**config.mk**
```make
export PLATFORM = sky130hd
export DESIGN_NAME = sargantana_icache_way_ctrl
export DESIGN_NICKNAME = d
export VERILOG_FILES = /design/src/rtl/sargantana_icache_pkg.sv /design/src/rtl/sargantana_icache_way_ctrl.sv
export SDC_FILE = /design/constraint.sdc
export NUM_CORES = 1
export LEC_CHECK = 0
export CAP_MARGIN = 5
export CORE_AREA = 2 2 215 217
export DETAILED_ROUTE_END_ITERATION = 12
export DIE_AREA = 0 0 217 219
export PLACE_DENSITY = 0.46
export SLEW_MARGIN = 0
export SYNTH_ARGS = -nofsm -noshare
export SYNTH_HDL_FRONTEND = slang
export SYNTH_SLANG_ARGS = --single-unit
```
**constraint.sdc**
```tcl
create_clock -name clk_i -period 2.4 [get_ports clk_i]
set_clock_uncertainty 0.2 [all_clocks]
set_input_delay 0.72 -clock clk_i [delete_from_list [all_inputs] [get_ports clk_i]]
set_output_delay 0.72 -clock clk_i [all_outputs]
set_load 0.005 [all_outputs]
```
**src/rtl/sargantana_icache_pkg.sv**
```systemverilog
// Shared widths and state encoding for the icache way controller.
// Imported by the way controller and its parent.
package sargantana_icache_pkg;

  localparam int unsigned ADDR_WIDHT = 8;
  localparam int unsigned SET_WIDHT  = 128;

  typedef enum logic [1:0] {
    INIT  = 2'd0,
    READY = 2'd1,
    FLUSH = 2'd2
  } way_state_e;

endpackage

```
**src/rtl/sargantana_icache_way_ctrl.sv**
```systemverilog
// Way SRAM controller: init/flush zero sweep, refill/lookup
// arbitration with anti-starvation, registered SRAM command.
module sargantana_icache_way_ctrl #(
  parameter int unsigned ADDR_WIDHT =
    sargantana_icache_pkg::ADDR_WIDHT,
  parameter int unsigned SET_WIDHT =
    sargantana_icache_pkg::SET_WIDHT,
  parameter int unsigned STARVE_MAX = 8
) (
  input  logic                  clk_i,
  input  logic                  rstn_i,
  input  logic                  flush_i,
  input  logic                  lkp_req_i,
  input  logic [ADDR_WIDHT-1:0] lkp_addr_i,
  output logic                  lkp_gnt_o,
  output logic                  lkp_valid_o,
  output logic [SET_WIDHT-1:0]  lkp_data_o,
  input  logic                  rfl_req_i,
  input  logic [ADDR_WIDHT-1:0] rfl_addr_i,
  input  logic [SET_WIDHT-1:0]  rfl_data_i,
  output logic                  rfl_gnt_o,
  output logic                  busy_o,
  output logic                  sram_req_o,
  output logic                  sram_we_o,
  output logic [ADDR_WIDHT-1:0] sram_addr_o,
  output logic [SET_WIDHT-1:0]  sram_data_o,
  input  logic [SET_WIDHT-1:0]  sram_data_i
);
  import sargantana_icache_pkg::*;

  localparam int unsigned SW = $clog2(STARVE_MAX + 1);
  localparam logic [SW-1:0] STARVE_TOP = SW'(STARVE_MAX);
  localparam logic [ADDR_WIDHT-1:0] LAST = '1;

  way_state_e state_q, state_d;
  logic [ADDR_WIDHT-1:0] sweep_q;
  logic [SW-1:0]         starve_q;
  logic                  rd_pend_q;
  logic                  lkp_valid_q;
  logic                  starved;

  assign starved = (starve_q == STARVE_TOP);
  assign busy_o  = (state_q != READY);

  always_comb begin
    state_d   = state_q;
    lkp_gnt_o = 1'b0;
    rfl_gnt_o = 1'b0;
    unique case (state_q)
      INIT, FLUSH: begin
        if (sweep_q == LAST) state_d = READY;
      end
      READY: begin
        if (flush_i) begin
          state_d = FLUSH;
        end else begin
          // Refill wins unless lookup has waited too long
          lkp_gnt_o = lkp_req_i &
                      (~rfl_req_i | starved);
          rfl_gnt_o = rfl_req_i & ~lkp_gnt_o;
        end
      end
      default: state_d = INIT;
    endcase
  end

  always_ff @(posedge clk_i or negedge rstn_i) begin
    if (!rstn_i) begin
      state_q     <= INIT;
      sweep_q     <= '0;
      starve_q    <= '0;
      rd_pend_q   <= 1'b0;
      lkp_valid_q <= 1'b0;
      sram_req_o  <= 1'b0;
      sram_we_o   <= 1'b0;
      sram_addr_o <= '0;
      sram_data_o <= '0;
    end else begin
      state_q     <= state_d;
      rd_pend_q   <= lkp_gnt_o;
      lkp_valid_q <= rd_pend_q;
      if (lkp_gnt_o) begin
        starve_q <= '0;
      end else if (lkp_req_i && !starved) begin
        starve_q <= starve_q + 1'b1;
      end
      sram_req_o  <= 1'b0;
      sram_we_o   <= 1'b0;
      sram_addr_o <= '0;
      sram_data_o <= '0;
      if (busy_o) begin
        sram_req_o  <= 1'b1;
        sram_we_o   <= 1'b1;
        sram_addr_o <= sweep_q;
        sweep_q     <= sweep_q + 1'b1;
      end else if (lkp_gnt_o) begin
        sram_req_o  <= 1'b1;
        sram_addr_o <= lkp_addr_i;
      end else if (rfl_gnt_o) begin
        sram_req_o  <= 1'b1;
        sram_we_o   <= 1'b1;
        sram_addr_o <= rfl_addr_i;
        sram_data_o <= rfl_data_i;
      end
    end
  end

  assign lkp_valid_o = lkp_valid_q;
  assign lkp_data_o  = lkp_valid_q ? sram_data_i : '0;

endmodule

```
==> flow_summary.ini <==
[timing]
setup_ws_ns = -0.2000
final_hold_viol_count = 0
rsz0062_at_grt = yes
fmax_mhz = 384.6
timing.slew.headroom = 0.5915
layout_min_cycle_time_ns = 2.600
whs_ns = 0.2232
tightest_slew_ns = 0.6128
finalCritPeriodShare = 1.083
slew_viol_final = 0
setup_tns_ns = -12.58
setup_viol = 131

[final_layout]
drive_gt1_frac = 0.3160
n_fill_cell = 4640
area_growth_pct = 128.9
fin_nets = 1423
utilization = 0.3129
final_cells = 1763

[worst_setup_path]
r2r_cells = 5
critical_path_class = reg -> out
cp.required_ns = 1.48
cp.arrival_ns = 1.68
r2r-start = state_q[1]$_DFFE_PN0P_
crit_start = lkp_valid_o$_DFF_PN0_
reg2reg_to = sram_data_o[73]$_DFF_PN0_
crit_path_start_kind = flip-flop
worst_setup_path_end_kind = output port
rrSetupSlack_ns = 0.18
cp_max_fo = 8

[die]
die_h_um = 219
die_area_mm2 = 0.04752
fp.dieW_um = 217
core_region_area_mm2 = 0.04509
ioPinCount = 547
start_util = 0.1367
rows = 78

[synth]
synthTopCellsByArea = dfrtp_1, and2_1, nand2_1
synth_common_cells = and2_1, dfrtp_1, nand2_1
synth_cells = 532
async_reset_ff_frac = 1.000
synth_top_area_frac = 0.6253
seq_area_frac_synth = 0.6253
avgSynthCellArea_um2 = 11.59
synth-edff-count = 0
synth_fp_nets = 812
synth.most_common_cell = and2_1
synth_seq_cells = 154
yosysTopAreaCell = dfrtp_1
ys_warn_count = 0
synth_area_mm2 = 0.006163
synthFlopType = dfrtp_1
ys_types = 33

[pwr]
vdd_drop_max_uv = 488.1
p_per_area_mw_per_mm2 = 434.2
p_int_uw = 4710
p_sw_frac = 0.2311
seqPwrFrac = 0.433
finalPower_uw = 6125
p_leak_uw = 0.006333
clkPwrFrac = 0.433
power.switching_uw = 1416
p_comb_frac = 0.135

[placed_design]
numPortBuffers = 546
gp_congestion = 0.7953
dp_cells = 1683
hpwl_um = 28600

[clocking]
htreeDepth = 4
clk_pin_slew_ns = 0.06
clockBufferDepth = 2
clock_latency_ns = 0.45
cts.sinks = 154
cts-root-buf = clkbuf_16
cts_tree = done
numCtsBuffers = 17

[global_route]
grt_pass1_vias = 6246
overflow = 0
grt_max_degree = 70
antenna_found_initial = 23
grt.total_usage = 0.1402
grt_pass1_wl_um = 46460

[worst_hold_path]
hold_class = reg -> reg
hp-start = rd_pend_q$_DFF_PN0_
hold_end = lkp_valid_o$_DFF_PN0_
holdPathStages = 0

[drt]
dr.pass1.iters = 4
wl_met1_um = 11580
drc = 0
drtIter0Drc = 211
vias_per_cell = 3.558
vias = 6272
dr_wl_met2_um = 20290
ant_nets = 0
avgRoutedWirePerCell_um = 20.09
met3_length_um = 2320
wl_um = 35430
highest_layer = met5

[outcome]
violations = setup timing
status = finished, violations left

[flow_run]
maxCapViolCount = 0
## worst max path at each step
stage	cells past startpoint	to	slack (ns)
2_1_floorplan	3	rfl_gnt_o	0.004
3_3_place_gp	4	lkp_gnt_o	-0.98
3_5_place_dp	4	lkp_gnt_o	-0.95
4_1_cts	5	rfl_gnt_o	-0.27
5_1_grt	5	rfl_gnt_o	-0.26
6_report	5	lkp_data_o[26]	-0.20
## power by group through the flow
stage | clock [uW] | combinational (uW) | sequential (uW)
final | 2650 | 826 | 2650
after global routing | 2880 | 896 | 2650
after CTS | 2810 | 791 | 2650
after detailed placement | 0 | 769 | 2690
after global placement | 0 | 759 | 2690
after floorplan | 0 | 114 | 2710
## cells by family after synthesis
group	synth area share
compound gates	0.02761
xor+xnor	0.01137
fa+ha+maj	0.006091
buf+inv	0.02801
flops	0.6253
simple gates	0.3017
## per-stage QoR
step / area, um^2 / setup WS [ns]
2_1_floorplan: 6170 / 0.004298
3_3_place_gp: 12600 / -0.9791
3_5_place_dp: 12600 / -0.9483
4_1_cts: 13190 / -0.2697
5_1_grt: 14100 / -0.2644
6_report: 14110 / -0.2000
## layer usage
metal,vias to the layer above,global-route usage
li1,2880,-
met1,3048,0.1307
met2,275,0.2735
met3,55,0.04782
met4,14,0.06279
met5,-,0
## critical path: stages (launching register included)
cell and delay (ns):
dfrtp_4 0.52, buf_12 0.17, buf_12 0.15, clkbuf_16 0.15, and2_4 0.13, buf_6 0.11
## registers in the layout (all words and copies together), names as in the netlist
signal       flops
starve_q         4
sram_we_o        1
state_q          2
rd_pend_q        1
sram_req_o       1
sram_addr_o      8
lkp_valid_o      1
sweep_q          8
sram_data_o    128
## layout by cell type, fill, tap and decap left out, types with 2 or more instances in the layout
master	n
clkbuf_16	29
buf_16	4
nand2_1	31
buf_12	12
o221ai_1	8
o2bb2ai_1	2
clkinv_4	2
diode_2	8
clkdlybuf4s50_1	411
nor4b_1	3
nand4_1	5
xnor2_1	6
clkbuf_1	2
o21ai_0	6
dfrtp_1	153
buf_2	3
clkbuf_8	3
clkinvlp_4	4
buf_8	4
buf_6	98
inv_2	4
inv_1	2
and2_4	112
ha_1	2
clkbuf_2	43
and2_1	144
buf_4	34
xor2_1	2
## area by class of cell
type	count	area, um^2	area share
sequential	154	3857	0.2734
multi-input combinational	340	2445	0.1733
clock inverter	9	91.34	0.006474
clock buffer	22	474.2	0.03361
antenna	8	20.02	0.001419
timing repair buffer	624	6447	0.4570
inverter	6	22.52	0.001596
tap	600	750.7	0.05321
## timing repair
item,4_1_cts,5_1_grt
hold endpoints to repair,20,0
endpoints found under the setup margin,260,147
resized for setup,352,377
cloned,3,17
hold buffers,1,0
setup buffers,8,13
pin swaps,5,4
Note: power is estimated with default switching activity, not from simulation.
